$ cat src/rtl/decoder_pipe_pkg.sv
`default_nettype none
// ============================================================================
// Package  : decoder_pipe_pkg
// Brief    : Shared mode encoding and width helper for the pipelined decoder.
// Revision : 1.0 - initial release
// ============================================================================
package decoder_pipe_pkg;

    typedef enum logic [1:0] {
        MODE_ONEHOT  = 2'b00,
        MODE_SET     = 2'b01,
        MODE_CLR     = 2'b10,
        MODE_CLR_ALL = 2'b11
    } mode_t;

    // Population count of an OUT_N-bit vector needs to reach OUT_N itself.
    function automatic int cnt_width(input int out_n);
        return $clog2(out_n + 1);
    endfunction

endpackage
`default_nettype wire

$ cat src/rtl/decoder_predec.sv
`default_nettype none
// ============================================================================
// Module   : decoder_predec
// Brief    : Stage-1 register of the decoder pipe: hi/lo one-hot predecode,
//            out-of-range flag and mode, with its own valid/advance logic.
// Revision : 1.0 - initial release
// ============================================================================
module decoder_predec
    import decoder_pipe_pkg::*;
#(
    parameter int IN_W  = 10,
    parameter int OUT_N = 1024,
    parameter int SPLIT = 5
) (
    input  logic                        clk,
    input  logic                        rst,
    input  logic                        in_valid,
    input  logic [IN_W-1:0]             in_sel,
    input  logic [1:0]                  in_mode,
    input  logic                        s2_adv,
    output logic                        s1_adv,
    output logic                        s1_valid,
    output logic [2**(IN_W-SPLIT)-1:0]  hi_oh,
    output logic [2**SPLIT-1:0]         lo_oh,
    output logic                        err,
    output mode_t                       mode
);

    localparam int            c_hi_n  = 2**(IN_W-SPLIT);
    localparam int            c_lo_n  = 2**SPLIT;
    // One extra bit so OUT_N == 2**IN_W is representable and never trips err.
    localparam logic [IN_W:0] c_out_n = (IN_W+1)'(OUT_N);

    logic              r_valid;
    logic [c_hi_n-1:0] r_hi_oh;
    logic [c_lo_n-1:0] r_lo_oh;
    logic              r_err;
    mode_t             r_mode;

    logic [c_hi_n-1:0] w_hi_oh;
    logic [c_lo_n-1:0] w_lo_oh;
    logic              w_err;
    logic              w_s1_adv;
    mode_t             w_mode;

    assign w_mode   = mode_t'(in_mode);
    assign w_s1_adv = !r_valid || s2_adv;
    assign w_err    = ({1'b0, in_sel} >= c_out_n) && (w_mode != MODE_CLR_ALL);

    always_comb begin
        w_hi_oh = '0;
        w_lo_oh = '0;
        w_hi_oh[in_sel[IN_W-1:SPLIT]] = 1'b1;
        w_lo_oh[in_sel[SPLIT-1:0]]    = 1'b1;
    end

    always_ff @(posedge clk) begin
        if (rst) begin
            r_valid <= 1'b0;
            r_hi_oh <= '0;
            r_lo_oh <= '0;
            r_err   <= 1'b0;
            r_mode  <= MODE_ONEHOT;
        end else if (w_s1_adv) begin
            r_valid <= in_valid;
            if (in_valid) begin
                r_hi_oh <= w_hi_oh;
                r_lo_oh <= w_lo_oh;
                r_err   <= w_err;
                r_mode  <= w_mode;
            end
        end
    end

    assign s1_adv   = w_s1_adv;
    assign s1_valid = r_valid;
    assign hi_oh    = r_hi_oh;
    assign lo_oh    = r_lo_oh;
    assign err      = r_err;
    assign mode     = r_mode;

endmodule
`default_nettype wire

$ cat src/rtl/decoder_pipe.sv
`default_nettype none
// ============================================================================
// Module   : decoder_pipe
// Brief    : Two-stage valid/ready binary-to-vector decoder with stateful
//            ONEHOT/SET/CLR/CLR_ALL output and out-of-range flagging.
//            Define DECODER_PIPE_COUNT_EN to add the out_cnt popcount port.
// Revision : 1.0 - initial release
// ============================================================================
module decoder_pipe
    import decoder_pipe_pkg::*;
#(
    parameter int IN_W  = 10,
    parameter int OUT_N = 1024,
    parameter int SPLIT = 5
) (
    input  logic              clk,
    input  logic              rst,
    input  logic              in_valid,
    output logic              in_ready,
    input  logic [IN_W-1:0]   in_sel,
    input  logic [1:0]        in_mode,
    output logic              out_valid,
    input  logic              out_ready,
    output logic [OUT_N-1:0]  out_vec,
    output logic              out_err
`ifdef DECODER_PIPE_COUNT_EN
    ,
    output logic [cnt_width(OUT_N)-1:0] out_cnt
`endif
);

    localparam int c_hi_n  = 2**(IN_W-SPLIT);
    localparam int c_lo_n  = 2**SPLIT;

    logic              w_s1_adv;
    logic              w_s2_adv;
    logic              w_s1_valid;
    logic [c_hi_n-1:0] w_hi_oh;
    logic [c_lo_n-1:0] w_lo_oh;
    logic              w_err;
    mode_t             w_mode;
    logic [OUT_N-1:0]  w_oh_raw;
    logic [OUT_N-1:0]  w_oh;
    logic [OUT_N-1:0]  w_vec_nxt;

    logic              r_out_valid;
    logic [OUT_N-1:0]  r_vec;
    logic              r_err;

    decoder_predec #(
        .IN_W  (IN_W),
        .OUT_N (OUT_N),
        .SPLIT (SPLIT)
    ) u_predec (
        .clk      (clk),
        .rst      (rst),
        .in_valid (in_valid),
        .in_sel   (in_sel),
        .in_mode  (in_mode),
        .s2_adv   (w_s2_adv),
        .s1_adv   (w_s1_adv),
        .s1_valid (w_s1_valid),
        .hi_oh    (w_hi_oh),
        .lo_oh    (w_lo_oh),
        .err      (w_err),
        .mode     (w_mode)
    );

    assign w_s2_adv = !r_out_valid || out_ready;

    for (genvar i = 0; i < OUT_N; i++) begin : g_oh
        assign w_oh_raw[i] = w_hi_oh[i >> SPLIT] & w_lo_oh[i % c_lo_n];
    end

    // An out-of-range select must not touch any bit.
    assign w_oh = w_err ? '0 : w_oh_raw;

    always_comb begin
        w_vec_nxt = r_vec;
        case (w_mode)
            MODE_ONEHOT:  w_vec_nxt = w_oh;
            MODE_SET:     w_vec_nxt = r_vec | w_oh;
            MODE_CLR:     w_vec_nxt = r_vec & ~w_oh;
            MODE_CLR_ALL: w_vec_nxt = '0;
            default:      w_vec_nxt = r_vec;
        endcase
    end

    always_ff @(posedge clk) begin
        if (rst) begin
            r_out_valid <= 1'b0;
            r_vec       <= '0;
            r_err       <= 1'b0;
        end else if (w_s2_adv) begin
            r_out_valid <= w_s1_valid;
            if (w_s1_valid) begin
                r_vec <= w_vec_nxt;
                r_err <= w_err;
            end
        end
    end

`ifdef DECODER_PIPE_COUNT_EN
    localparam int c_cnt_w = cnt_width(OUT_N);

    logic [c_cnt_w-1:0] r_cnt;
    logic [c_cnt_w-1:0] w_cnt_nxt;
    logic               w_hit;

    // Target bit already set in the current vector (zero when err masks oh).
    assign w_hit = |(r_vec & w_oh);

    always_comb begin
        w_cnt_nxt = r_cnt;
        case (w_mode)
            MODE_ONEHOT:  w_cnt_nxt = w_err ? '0 : c_cnt_w'(1);
            MODE_SET:     w_cnt_nxt = (!w_err && !w_hit) ? r_cnt + c_cnt_w'(1) : r_cnt;
            MODE_CLR:     w_cnt_nxt = w_hit ? r_cnt - c_cnt_w'(1) : r_cnt;
            MODE_CLR_ALL: w_cnt_nxt = '0;
            default:      w_cnt_nxt = r_cnt;
        endcase
    end

    always_ff @(posedge clk) begin
        if (rst) begin
            r_cnt <= '0;
        end else if (w_s2_adv && w_s1_valid) begin
            r_cnt <= w_cnt_nxt;
        end
    end

    assign out_cnt = r_cnt;
`endif

    assign in_ready  = w_s1_adv;
    assign out_valid = r_out_valid;
    assign out_vec   = r_vec;
    assign out_err   = r_err;

endmodule
`default_nettype wire

$ cat config.mk
export PLATFORM = sky130hd
export DESIGN_NAME = decoder_pipe
export DESIGN_NICKNAME = d
export VERILOG_FILES = /design/src/rtl/decoder_pipe_pkg.sv /design/src/rtl/decoder_predec.sv /design/src/rtl/decoder_pipe.sv
export SDC_FILE = /design/constraint.sdc
export NUM_CORES = 2
export LEC_CHECK = 0
export ABC_AREA = 1
export BUFFER_PORTS_ARGS = -buffer_cell sky130_fd_sc_hd__buf_4
export CAP_MARGIN = 20
export CORE_AREA = 5 5 401 403
export DETAILED_ROUTE_END_ITERATION = 16
export DIE_AREA = 0 0 406 408
export SYNTH_ARGS = -nofsm -noshare
export SYNTH_HDL_FRONTEND = slang
export SYNTH_SLANG_ARGS = --single-unit
$ cat constraint.sdc
create_clock -name clk -period 2.9 [get_ports clk]
set_input_delay 0.58 -clock clk [delete_from_list [all_inputs] [get_ports clk]]
set_output_delay 0.58 -clock clk [all_outputs]
set_load 0.005 [all_outputs]
Yosys cells after proc, flatten, opt, wreduce, memory -nomap -nowiden
Cells that the tools add are included.
{"block": "classes", "n_reduce_logical": 9, "muxes": 5, "n_bitwise": 1027, "order_cmp": 4, "n_eq_ne": 3}
{"op": "$pmux 1024 s4", "count": 1}
{"op": "$and 1x1->1", "count": 1024}
{"op": "$and 1024x1024->1024", "count": 1}
{"op": "$not 1024->1024", "count": 1}
{"op": "$or 1024x1024->1024", "count": 1}
{"op": "$lt 5x6->1 const B", "count": 2}
{"op": "$demux 1 s5", "count": 2}
{"op": "$ge 5x1->1 const B", "count": 2}
{"op": "$eq 2x2->1 const B", "count": 2}
{"op": "$reduce_and 2->1", "count": 2}
{"op": "$eq 2x1->1 const B", "count": 1}
{"op": "$logic_and 1x1->1", "count": 2}
{"op": "$logic_not 1->1", "count": 2}
{"op": "$logic_not 2->1", "count": 1}
{"op": "$logic_or 1x1->1", "count": 2}
{"op": "$mux 1", "count": 2}
{"block": "word_totals", "word_cells": 1054, "register_bits": 1092, "output_inout_bits": 1027, "inputBits": 16}

Logic depth before layout (Yosys ltp)
{"block": "logic_depth", "depth_word": 4, "ltp_mapped": 10, "mapped_depth_nobuf": 7}

Modules after synthesis
Synthesis repeated with hierarchy kept, for this count alone.
{"block": "unflattened", "cells_unflattened": 8594, "hier_area_um2": 54417.2}
{"module": "decoder_pipe", "instances": 1, "seq_area_each_um2": 20539.7, "cells_per_inst": 8204, "area_each_um2": 51685.8}
{"module": "decoder_predec", "instances": 1, "seq_area_each_um2": 1341.3, "cells_per_inst": 390, "area_each_um2": 2731.4}

Worst setup path after synthesis
OpenSTA, ideal clock, no wires.
{"block": "synth_path", "kind": "input-to-reg", "start": "input out_ready", "end": "register r_vec[1014] (netlist: out_vec[1014])", "cell_stages": 9, "slack_ps": 1155, "n_path_buf": 3, "arrival_time_ps": 1635, "setup_ps": 109, "cell_sequence": "inv_1 -> nand2_1 -> nand2_1 -> buf_2 -> buf_2 -> buf_1 -> a21oi_1 -> nand2_1 -> inv_1"}
{"block": "synth_via", "elab_chain_cells": 2}
{"item": "start: declaration", "line_no": "decoder_pipe.sv:23", "text": "input logic out_ready,"}
{"item": "$logic_or 1x1->1", "line_no": "decoder_pipe.sv:69", "text": "assign w_s2_adv = !r_out_valid || out_ready;"}
{"item": "$reduce_and 2->1 (no line)"}
{"item": "end signal: assignment", "line_no": "decoder_pipe.sv:97", "text": "r_vec <= w_vec_nxt;"}
{"item": "end: declaration", "line_no": "decoder_pipe.sv:47", "text": "logic [OUT_N-1:0] r_vec;"}
No other way between the ends.
A chain may end at the register's enable or synchronous reset.

Worst setup path after layout
{"block": "layout_path", "start": "register r_out_valid (netlist: out_valid)", "end": "output in_ready"}
{"block": "layout_via", "elab_chain_cells": 3}
{"item": "start: declaration", "line_no": "decoder_pipe.sv:46", "text": "logic r_out_valid;"}
{"item": "start signal: assignment", "line_no": "decoder_pipe.sv:95", "text": "r_out_valid <= w_s1_valid;"}
{"item": "$logic_not 1->1", "line_no": "decoder_pipe.sv:69"}
{"item": "$logic_or 1x1->1", "line_no": "decoder_pipe.sv:69"}
{"item": "$logic_or 1x1->1", "line_no": "decoder_predec.sv:47", "text": "assign w_s1_adv = !r_valid || s2_adv;"}
{"item": "end: declaration", "line_no": "decoder_pipe.sv:19", "text": "output logic in_ready,"}
No other way between the ends.

==> implementation parameters <==
Parameter                              Value

Status
  Outcome ... completed

Timing
  Post-route setup slack ... 0.584 ns
  Total of endpoints with negative setup slack in the final report ... 0
  Final Hold Vio Count ... 0
  Final setup TNS ... 0 ns
  Tightest slew margin relative to the limit ... 0.402
  Highest attainable clock frequency ... 0.432 GHz
  Hold WS ... 0.0765 ns
  Number of pins exceeding their max-slew limit in the final report ... 0
  Unrepaired setup endpoints after global routing ... false
  Transition time at the pin with the least slew margin ... 0.897 ns
  Share of the clock period used by the worst path ... 0.799
  Min Clock Period, post-route ... 2.32 ns
  Clock tree skew after final layout ... 0.0232 ns

GRT
  Number of antenna violations at the first check in global routing ... 6
  First-pass GRT wire length ... 426 mm
  All-layer global routing usage ... 0.330
  Grt ovf ... 0
  Number of global-route vias before repair ... 68.4k
  Largest net degree at the start of global routing ... 166

Yosys
  Post-Synthesis Cells ... 12.8k
  Seq cells post-synth ... 1092
  Ys flop type ... dfxtp_1
  Most instantiated library cell after synthesis ... nand2_1
  Number of enable-type register cells in the synthesized netlist ... 0
  Synth unique cells ... 15
  Dominant cell type by area after synthesis ... dfxtp_1
  Cells taking the most area after synthesis ... dfxtp_1 32%, nand2_1 23%, a21oi_1 15%
  Netlist Area Pre-Place ... 68700 sq um
  Sequential area share after synthesis ... 0.318
  Synthesis warning total ... 0
  Share of flip-flops with an asynchronous set or reset after synthesis ... 0
  Most numerous cell types in the synthesized netlist ... 4249 x nand2_1, 2213 x nor2_1, 2101 x inv_1, 2059 x a21oi_1, 1092 x dfxtp_1
  Synthesized Nets ... 12.8k
  Average cell area after synthesis ... 5.37 sq um
  Area share of the largest cell type after synthesis ... 0.318

Placement
  Placer's final routability congestion estimate ... 0.883
  Post-placement worst setup slack ... 0.596 ns
  Placed inst area ... 78100 sq um
  HPWL reported at the end of detailed placement ... 186 mm
  Count of input and output buffers ... 1041
  Post-placement cell count ... 15.1k

Route
  Via/cell ratio ... 5.11
  Post-route DRC violation count ... 0
  Count of TritonRoute iterations in the first routing pass ... 7
  Total wire length ... 290 mm
  Drt wl/cell ... 18.9 microns
  Post-detailed-route count of antenna-violating nets ... 0
  Total vias in the final route ... 78.2k
  Drt initial violations ... 7849

Flow run
  Count of max-cap constraint violations ... 0

Worst setup path
  R2r endpoint ... out_vec[276]
  Class of the most critical setup path ... register to primary output
  Kind of capture point of the worst setup path ... primary output
  Critical path launch point type ... register
  Worst r2r src ... u_predec.mode[1]
  Worst-case register-to-register setup slack ... 0.69 ns
  Data arrival time at the worst-slack endpoint ... 1.74 ns
  Cell depth of the worst flop-to-flop path ... 6
  Biggest fanout along the worst timing path ... 3
  Crit path required time ... 2.32 ns

Min path
  Hold depth ... 3
  Type of the tightest min-delay check ... input pin to register
  Worst Hold End ... u_predec.mode[0]
  Hold path startpoint ... in_mode[0]

Clock network
  Clock tree from TritonCTS ... yes
  Root buffer cell ... clkbuf_16
  Worst-path clk slew ... 0.06 ns
  Number of gates resized after CTS ... 0
  TritonCTS Sinks ... 1092
  Longest Clk Path Bufs ... 3
  Worst-skew pair later-pin latency ... 0.79 ns
  Number of buffers inserted by hold repair at cts ... 0
  Count of buffers added by post-CTS timing repair for setup ... 0
  CTS Buf Count ... 138
  Maximum level of the CTS H-tree ... 4

Pwr
  Largest voltage drop on the vdd net ... 553 uV
  Leakage power summed over all cells ... 44.9 nW
  P per Cell Area ... 527 nW/um^2
  Total Power Consumption ... 43.4 mW

Cells and area
  Count of non-filler cells in the finished layout ... 15.3k
  Total Nets Final ... 13.2k
  Share of layout cells above drive strength 1 ... 0.115
  Final-layout fill cell count ... 16.1k
  Synthesis-to-layout area growth ... 19.9%
  Area used by multi-input combinational logic ... 34700 sq um
  Register area ... 22000 sq um
  Final core utilization ... 0.524
  Post-route standard cell area excluding fillers ... 82300 sq um

Floorplanning
  Core area ... 157000 sq um
  Starting density of the core ... 0.437
  Die outline area ... 166000 sq um
  Row count ... 146
  Die W ... 406 microns
  Number of ports placed on the die boundary ... 1043
  Y dimension of the die ... 408 microns
==> how the worst max path moves through the flow <==
stage	start	end	slack (ns)	cells past startpoint
2_1_floorplan	out_ready	out_vec[1014]	1.16	9
3_3_place_gp	out_ready	out_vec[572]	0.60	9
3_5_place_dp	out_ready	out_vec[507]	0.60	9
4_1_cts	out_valid	in_ready	0.57	2
5_1_grt	out_valid	in_ready	0.53	2
6_report	out_valid	in_ready	0.58	2
==> power by group <==
part / internal (mW) / total [mW] / switching [mW]
logic: 3.28 / 8.86 / 5.58
clock network: 9.54 / 16.8 / 7.23
registers: 16.1 / 17.7 / 1.67
==> state kept, by name, indices dropped and copies added, names as in the netlist <==
name               count
u_predec.mode          2
u_predec.hi_oh        32
u_predec.lo_oh        32
out_valid              1
u_predec.s1_valid      1
out_vec             1024
==> final cells by class <==
| class | instances | share of cell area |
|---|---|---|
| multi-input cells | 8548 | 0.422 |
| repair buffers | 1259 | 0.131 |
| inverters | 2104 | 0.0959 |
| clock buffers | 210 | 0.0488 |
| flip-flops and latches | 1092 | 0.268 |
| well taps | 2072 | 0.0315 |
| diodes | 4 | 0.000122 |
| clock inverters | 22 | 0.00287 |
==> cell families (layout without fill, tap and decap cells) <==
family                    after synthesis  after routing  synth area share
buffers and inverters                3144           3595             0.176
DFF                                  1092           1092             0.318
and+or+nand+nor                      6485           6485             0.355
other                                   1              5         0.0000546
xor gates and xnor gates                1              1          0.000237
AOI/OAI and AO/OA                    2061           2061             0.150
==> critical path, stage by stage, from the launching register on <==
cell and delay, ns:
dfxtp_1 0.44, nand3_1 0.26, buf_4 0.25
==> cells in the final DEF, fill, tap and decap left out, drive strengths merged <==
cell and n:
nand2 4249, nor2 2213, inv 2108, a21oi 2059, buf 1259, dfxtp 1092, clkbuf 210, nand3 21
clkinv 18, diode 4, o21ai 2, nor3 2, xor2 1, conb 1
==> layer usage <==
layer / global-route usage / vias to the layer above / part of all wire
met5: 0 / - / 0.000097
met4: 0.222 / 6 / 0.077
met3: 0.0478 / 675 / 0.074
met2: 0.508 / 3080 / 0.43
met1: 0.430 / 36000 / 0.42
li1: - / 38400 / -
Power figures use the tool's default switching activity.
